===== config.mk =====
export PLATFORM = sky130hd
export DESIGN_NAME = tdm_deinterleave_buffer
export DESIGN_NICKNAME = d
export VERILOG_FILES = /design/src/rtl/tdm_pkg.sv /design/src/rtl/tdm_deinterleave_buffer_chan_fifo.sv /design/src/rtl/tdm_deinterleave_buffer.sv
export SDC_FILE = /design/constraint.sdc
export NUM_CORES = 1
export LEC_CHECK = 0
export BUFFER_PORTS_ARGS = -buffer_cell sky130_fd_sc_hd__buf_2
export CELL_PAD_IN_SITES_DETAIL_PLACEMENT = 1
export CELL_PAD_IN_SITES_GLOBAL_PLACEMENT = 2
export CORE_UTILIZATION = 45
export DETAILED_ROUTE_END_ITERATION = 8
export GPL_TIMING_DRIVEN = 0
export PLACE_DENSITY = 0.79
export RECOVER_POWER = 50
export SYNTH_ARGS = -nofsm -noshare
export SYNTH_HDL_FRONTEND = slang
export SYNTH_HIERARCHICAL = 1
export SYNTH_SLANG_ARGS = --single-unit

===== constraint.sdc =====
create_clock -name clk -period 4.55 [get_ports clk]
set_input_delay 0.6825 -clock clk [delete_from_list [all_inputs] [get_ports clk]]
set_output_delay 0.6825 -clock clk [all_outputs]
set_load 0.01 [all_outputs]

===== src/rtl/tdm_pkg.sv =====
// Shared types and defaults for the TDM de-interleave buffer.
// The channel tag travels alongside the multiplier pipeline as a tag_t.
package tdm_pkg;

  localparam int TDM_NUM_CH     = 2;
  localparam int TDM_DATA_WIDTH = 16;
  localparam int TDM_PIPE_LAT   = 4;

  typedef logic [$clog2(TDM_NUM_CH)-1:0] chan_idx_t;

  typedef struct packed {
    logic      valid;
    chan_idx_t idx;
  } tag_t;

endpackage


===== src/rtl/tdm_deinterleave_buffer_chan_fifo.sv =====
// First-word-fall-through FIFO for one TDM channel.
// When full, a push is accepted only if a pop happens in the same cycle.
module chan_fifo #(
  parameter int DATA_WIDTH = 16,
  parameter int DEPTH      = 4
) (
  input  logic                  clk,
  input  logic                  rst,
  input  logic                  push,
  input  logic [DATA_WIDTH-1:0] push_data,
  input  logic                  pop,
  output logic [DATA_WIDTH-1:0] head,
  output logic                  not_empty,
  output logic                  full
);

  localparam int PW = $clog2(DEPTH);

  logic [DATA_WIDTH-1:0] mem [DEPTH];
  logic [PW-1:0]         rd_ptr;
  logic [PW-1:0]         wr_ptr;
  logic [PW:0]           count;
  logic                  do_push;
  logic                  do_pop;

  assign not_empty = (count != '0);
  assign full      = (count == (PW+1)'(DEPTH));
  assign do_pop    = pop && not_empty;
  assign do_push   = push && (!full || do_pop);

  // Empty FIFO presents zero rather than a stale entry.
  assign head = not_empty ? mem[rd_ptr] : '0;

  always_ff @(posedge clk or posedge rst) begin
    if (rst) begin
      rd_ptr <= '0;
      wr_ptr <= '0;
      count  <= '0;
    end else begin
      if (do_push) wr_ptr <= wr_ptr + 1'b1;
      if (do_pop)  rd_ptr <= rd_ptr + 1'b1;
      if (do_push && !do_pop)      count <= count + 1'b1;
      else if (do_pop && !do_push) count <= count - 1'b1;
    end
  end

  // On a full push+pop the write lands in the slot being vacated by the pop.
  always_ff @(posedge clk) begin
    if (do_push) mem[wr_ptr] <= push_data;
  end

endmodule


===== src/rtl/tdm_deinterleave_buffer.sv =====
// Splits the round-robin TDM product stream into per-channel FWFT FIFOs,
// tagging each product with the channel selected PIPE_LAT cycles earlier.
module tdm_deinterleave_buffer
  import tdm_pkg::*;
#(
  parameter int DATA_WIDTH = TDM_DATA_WIDTH,
  parameter int NUM_CH     = TDM_NUM_CH,   // must match TDM_NUM_CH (sizes chan_idx_t)
  parameter int DEPTH      = 4,
  parameter int PIPE_LAT   = TDM_PIPE_LAT
) (
  input  logic                         clk,
  input  logic                         rst,
  input  logic                         sync_in,
  input  logic [DATA_WIDTH-1:0]        din,
  output logic [NUM_CH*DATA_WIDTH-1:0] dout_data,
  output logic [NUM_CH-1:0]            dout_valid,
  input  logic [NUM_CH-1:0]            dout_ready,
  output logic [NUM_CH-1:0]            overflow,
  output logic                         sync_err
);

  // Each output channel is a valid/ready port: a word transfers on any
  // rising edge where valid && ready; data holds while valid && !ready.

  chan_idx_t   phase;
  chan_idx_t   phase_next;
  logic        locked;
  tag_t        cur_tag;
  tag_t        tag_pipe [PIPE_LAT];
  tag_t        aligned;
  logic [NUM_CH-1:0] push;
  logic [NUM_CH-1:0] full;

  assign phase_next    = (phase == chan_idx_t'(NUM_CH-1)) ? '0 : phase + 1'b1;
  assign cur_tag.valid = sync_in || locked;
  assign cur_tag.idx   = sync_in ? '0 : phase;
  assign aligned       = tag_pipe[PIPE_LAT-1];

  always_ff @(posedge clk or posedge rst) begin
    if (rst) begin
      phase    <= '0;
      locked   <= 1'b0;
      sync_err <= 1'b0;
    end else begin
      // A sync always re-aligns; a misplaced one is flagged once.
      sync_err <= sync_in && locked && (phase != '0);
      if (sync_in) begin
        phase  <= chan_idx_t'(1);
        locked <= 1'b1;
      end else begin
        phase  <= phase_next;
      end
    end
  end

  always_ff @(posedge clk or posedge rst) begin
    if (rst) begin
      for (int i = 0; i < PIPE_LAT; i++) tag_pipe[i] <= '0;
    end else begin
      tag_pipe[0] <= cur_tag;
      for (int i = 1; i < PIPE_LAT; i++) tag_pipe[i] <= tag_pipe[i-1];
    end
  end

  for (genvar c = 0; c < NUM_CH; c++) begin : g_ch
    assign push[c] = aligned.valid && (aligned.idx == chan_idx_t'(c));

    chan_fifo #(
      .DATA_WIDTH (DATA_WIDTH),
      .DEPTH      (DEPTH)
    ) u_fifo (
      .clk       (clk),
      .rst       (rst),
      .push      (push[c]),
      .push_data (din),
      .pop       (dout_ready[c]),
      .head      (dout_data[c*DATA_WIDTH +: DATA_WIDTH]),
      .not_empty (dout_valid[c]),
      .full      (full[c])
    );

    // Full implies valid, so ready alone tells whether a slot frees up.
    always_ff @(posedge clk or posedge rst) begin
      if (rst)                                       overflow[c] <= 1'b0;
      else if (push[c] && full[c] && !dout_ready[c]) overflow[c] <= 1'b1;
    end
  end

endmodule


==> reports/qor.txt <==
Unrepaired setup endpoints after global routing: false
Post-CTS sizing: 0
Clock Tree Root: clkbuf_16
Post-synth top area share: 62.46%
Critical Path RT: 3.87 ns
Maximum level of the CTS H-tree: 4
DP HPWL: 7450 microns
Largest net degree at the start of global routing: 17
Synth Flop Type: edfxtp_1
Die area: 0.01415 sq mm
Routed Antenna Nets: 0
FF/Latch Area: 0.004519 sq mm
Core ar.: 0.01330 sq mm
I/O Pins: 58
Status: completed
P_leak: 2.627 nW
Setup TNS: 0 ns
Mapped Nets: 334
Worst-skew pair later-pin latency: 0.42 ns
Post-synthesis cell count: 301
Initial antenna violation count: 0
Register area share after synthesis: 73.44%
Initial Util: 46.28%
Post-CTS Hold Fix Bufs: 0
Top cells by count, synth: 128 x edfxtp_1, 40 x and2_1, 27 x dfrtp_1, 16 x mux4_1, 16 x mux4_2
Multi-input gate area: 0.001474 sq mm
Die Width: 118.9 microns
First-pass GRT wire length: 18220 microns
Clock Tree Buf Depth: 2
Clk slew on worst S/H paths: 0.07 ns
Port Buffers: 57
Register bit total from synthesis: 155
Rows: 42
Antenna cells: 0
Syn_area_per_cell: 20.44 sq um
YS warnings: 6
Nets: 410
Final wirelength: 11590 microns
Most common cell in the netlist: edfxtp_1
Crit path DAT: 2.06 ns
Setup Buffers After CTS: 0
Power per cell area: 684.0 mW/mm^2
Routability cong.: 0.7072
Post-Syn Area: 0.006153 sq mm
CP Launch Type: register
Setup crit end kind: primary output
CTS tree: yes
Crit path kind: reg -> out
Number of enable flip-flop cells after synthesis: 128
Area Growth Syn to Fin: 17.30%
Clk sinks: 155
Count of pins over their slew limit: 0
Die height: 118.9 microns
Distinct cells, synth: 27
Worst rel slew slack: 40.34%
Fill count: 1211
Drc violations: 0
Number of vias in the routed layout: 2968
Worst-case clock skew: 0.005600 ns
Wire per inst: 20.48 microns
Tcrit/Tclk final: 60.18%
TritonCTS buffer count: 17
Final hold vios: 0
Crit-path max FO: 10
Via/cell ratio: 5.244
Period minus WS final: 2.738 ns
Synth top area cells: edfxtp_1 62%, dfrtp_1 11%, mux4_1 6.8%
Number of global-route vias before repair: 3161
Async S/R FF share, synth: 17.42%
Final setup fails: 0
Drt pass-1 iters: 4
GRT Util Overall: 18.10%
Synth area leader: edfxtp_1
Core Util, Final: 54.29%
Initial DRC count: 297
Reg2reg setup slack: 2.05 ns
Layout cells sized above 1: 26.67%
Actual slew at the worst max-slew pin: 0.8949 ns
Number of max-cap violations: 0
Fmax: 0.3652 GHz
Peak VDD IR: 0.2961 mV
GRT overflow: 0
Type of the most critical hold path: in -> async
-- per-layer routing --
metal  up-vias  GRT usage, %  part of all wire, %
met5         -             0                    0
met4         0         8.386                  1.8
met3        18         3.736                  4.0
met2        74         30.41                   52
met1      1557         22.61                   43
li1       1319             -                    -
-- state kept, by name (all words and copies together) (netlist names) --
signal	flops
g_ch.u_fifo/count	6
aligned	2
overflow	2
tag_pipe	6
phase	1
g_ch.u_fifo/wr_ptr	4
sync_err	1
locked	1
g_ch.u_fifo/rd_ptr	4
g_ch.u_fifo/mem	128
-- final cells by class --
| cell class | count | share of cell area [%] |
|---|---|---|
| plain buffers | 12 | 1.387 |
| clock buffers | 17 | 5.894 |
| clock inverters | 15 | 2.271 |
| inverters | 14 | 0.7280 |
| multi-input cells | 120 | 20.42 |
| flip-flops and latches | 155 | 62.61 |
| well taps | 176 | 3.051 |
| repair buffers | 57 | 3.640 |
-- worst paths after layout --
kind | startpoint | to | depth (start not counted)
worst min register to register | tag_pipe[2]$_DFF_PP0_ | aligned[0]$_DFF_PP0_ | 0
worst max register to register | aligned[0]$_DFF_PP0_ | g_ch[0].u_fifo/count[2]$_DFFE_PP0P_ | 8
min in group clk | tag_pipe[2]$_DFF_PP0_ | aligned[0]$_DFF_PP0_ | 0
max in group asynchronous | rst | tag_pipe[3]$_DFF_PP0_ | 2
worst min-delay path | rst | g_ch[0].u_fifo/count[1]$_DFFE_PP0P_ | 2
worst max-delay path | g_ch[1].u_fifo/count[0]$_DFFE_PP0P_ | dout_data[27] | 5
-- power breakdown --
group / internal, mW / switching (mW)
registers: 1.88 / 0.107
clock network: 0.817 / 0.581
logic: 0.753 / 0.801
total: 3.45 / 1.49
-- placed cells by master (no fill, tap or decap), types with 2 or more instances in the layout --
master,synthesis,final
a21boi_0,0,2
ha_1,10,10
mux4_2,16,16
or2_2,2,2
nand3_1,2,2
xor2_1,4,4
a31o_1,2,2
mux4_1,16,16
inv_6,0,5
edfxtp_1,128,128
buf_6,2,2
buf_12,2,2
clkbuf_1,2,20
buf_2,6,45
nand2_1,2,2
dfrtp_1,27,27
bufinv_16,0,2
nor3b_1,2,2
clkbuf_16,0,17
inv_1,14,14
nor2_1,2,2
mux2_2,4,4
fa_1,2,2
clkinv_4,0,5
xnor2_1,8,8
or3_1,2,2
and2_1,40,40
-- critical path, stage by stage (launching register included) --
cell and delay [ns]:
dfrtp_1 0.43, or3_1 0.38, clkbuf_1 0.23, buf_2 0.26
and2_1 0.19, buf_2 0.14
-- kinds of logic after synthesis --
| logic type | count (synthesis) | synth area share [%] |
|---|---|---|
| AOI/OAI and AO/OA | 4 | 0.6507 |
| xor gates and xnor gates | 12 | 1.708 |
| adders and majority gates | 12 | 2.684 |
| buffers and inverters | 26 | 2.481 |
| DFF | 155 | 73.44 |
| muxes | 36 | 13.42 |
| and+or+nand+nor | 56 | 5.612 |
-- stage by stage --
stage	hold WS, ns	setup WS (ns)	std cells	power (mW)	instance area [sq um]
after floorplan	0.3312	2.465	301	3.052	6153
after global placement	0.3337	2.207	534	3.537	6659
after detailed placement	0.3379	2.171	534	3.606	6659
after CTS	0.2291	1.777	566	5.016	7248
after global routing	0.2526	1.681	566	5.202	7218
final	0.2238	1.812	566	4.937	7218
Note: power is estimated with default switching activity, not from simulation.
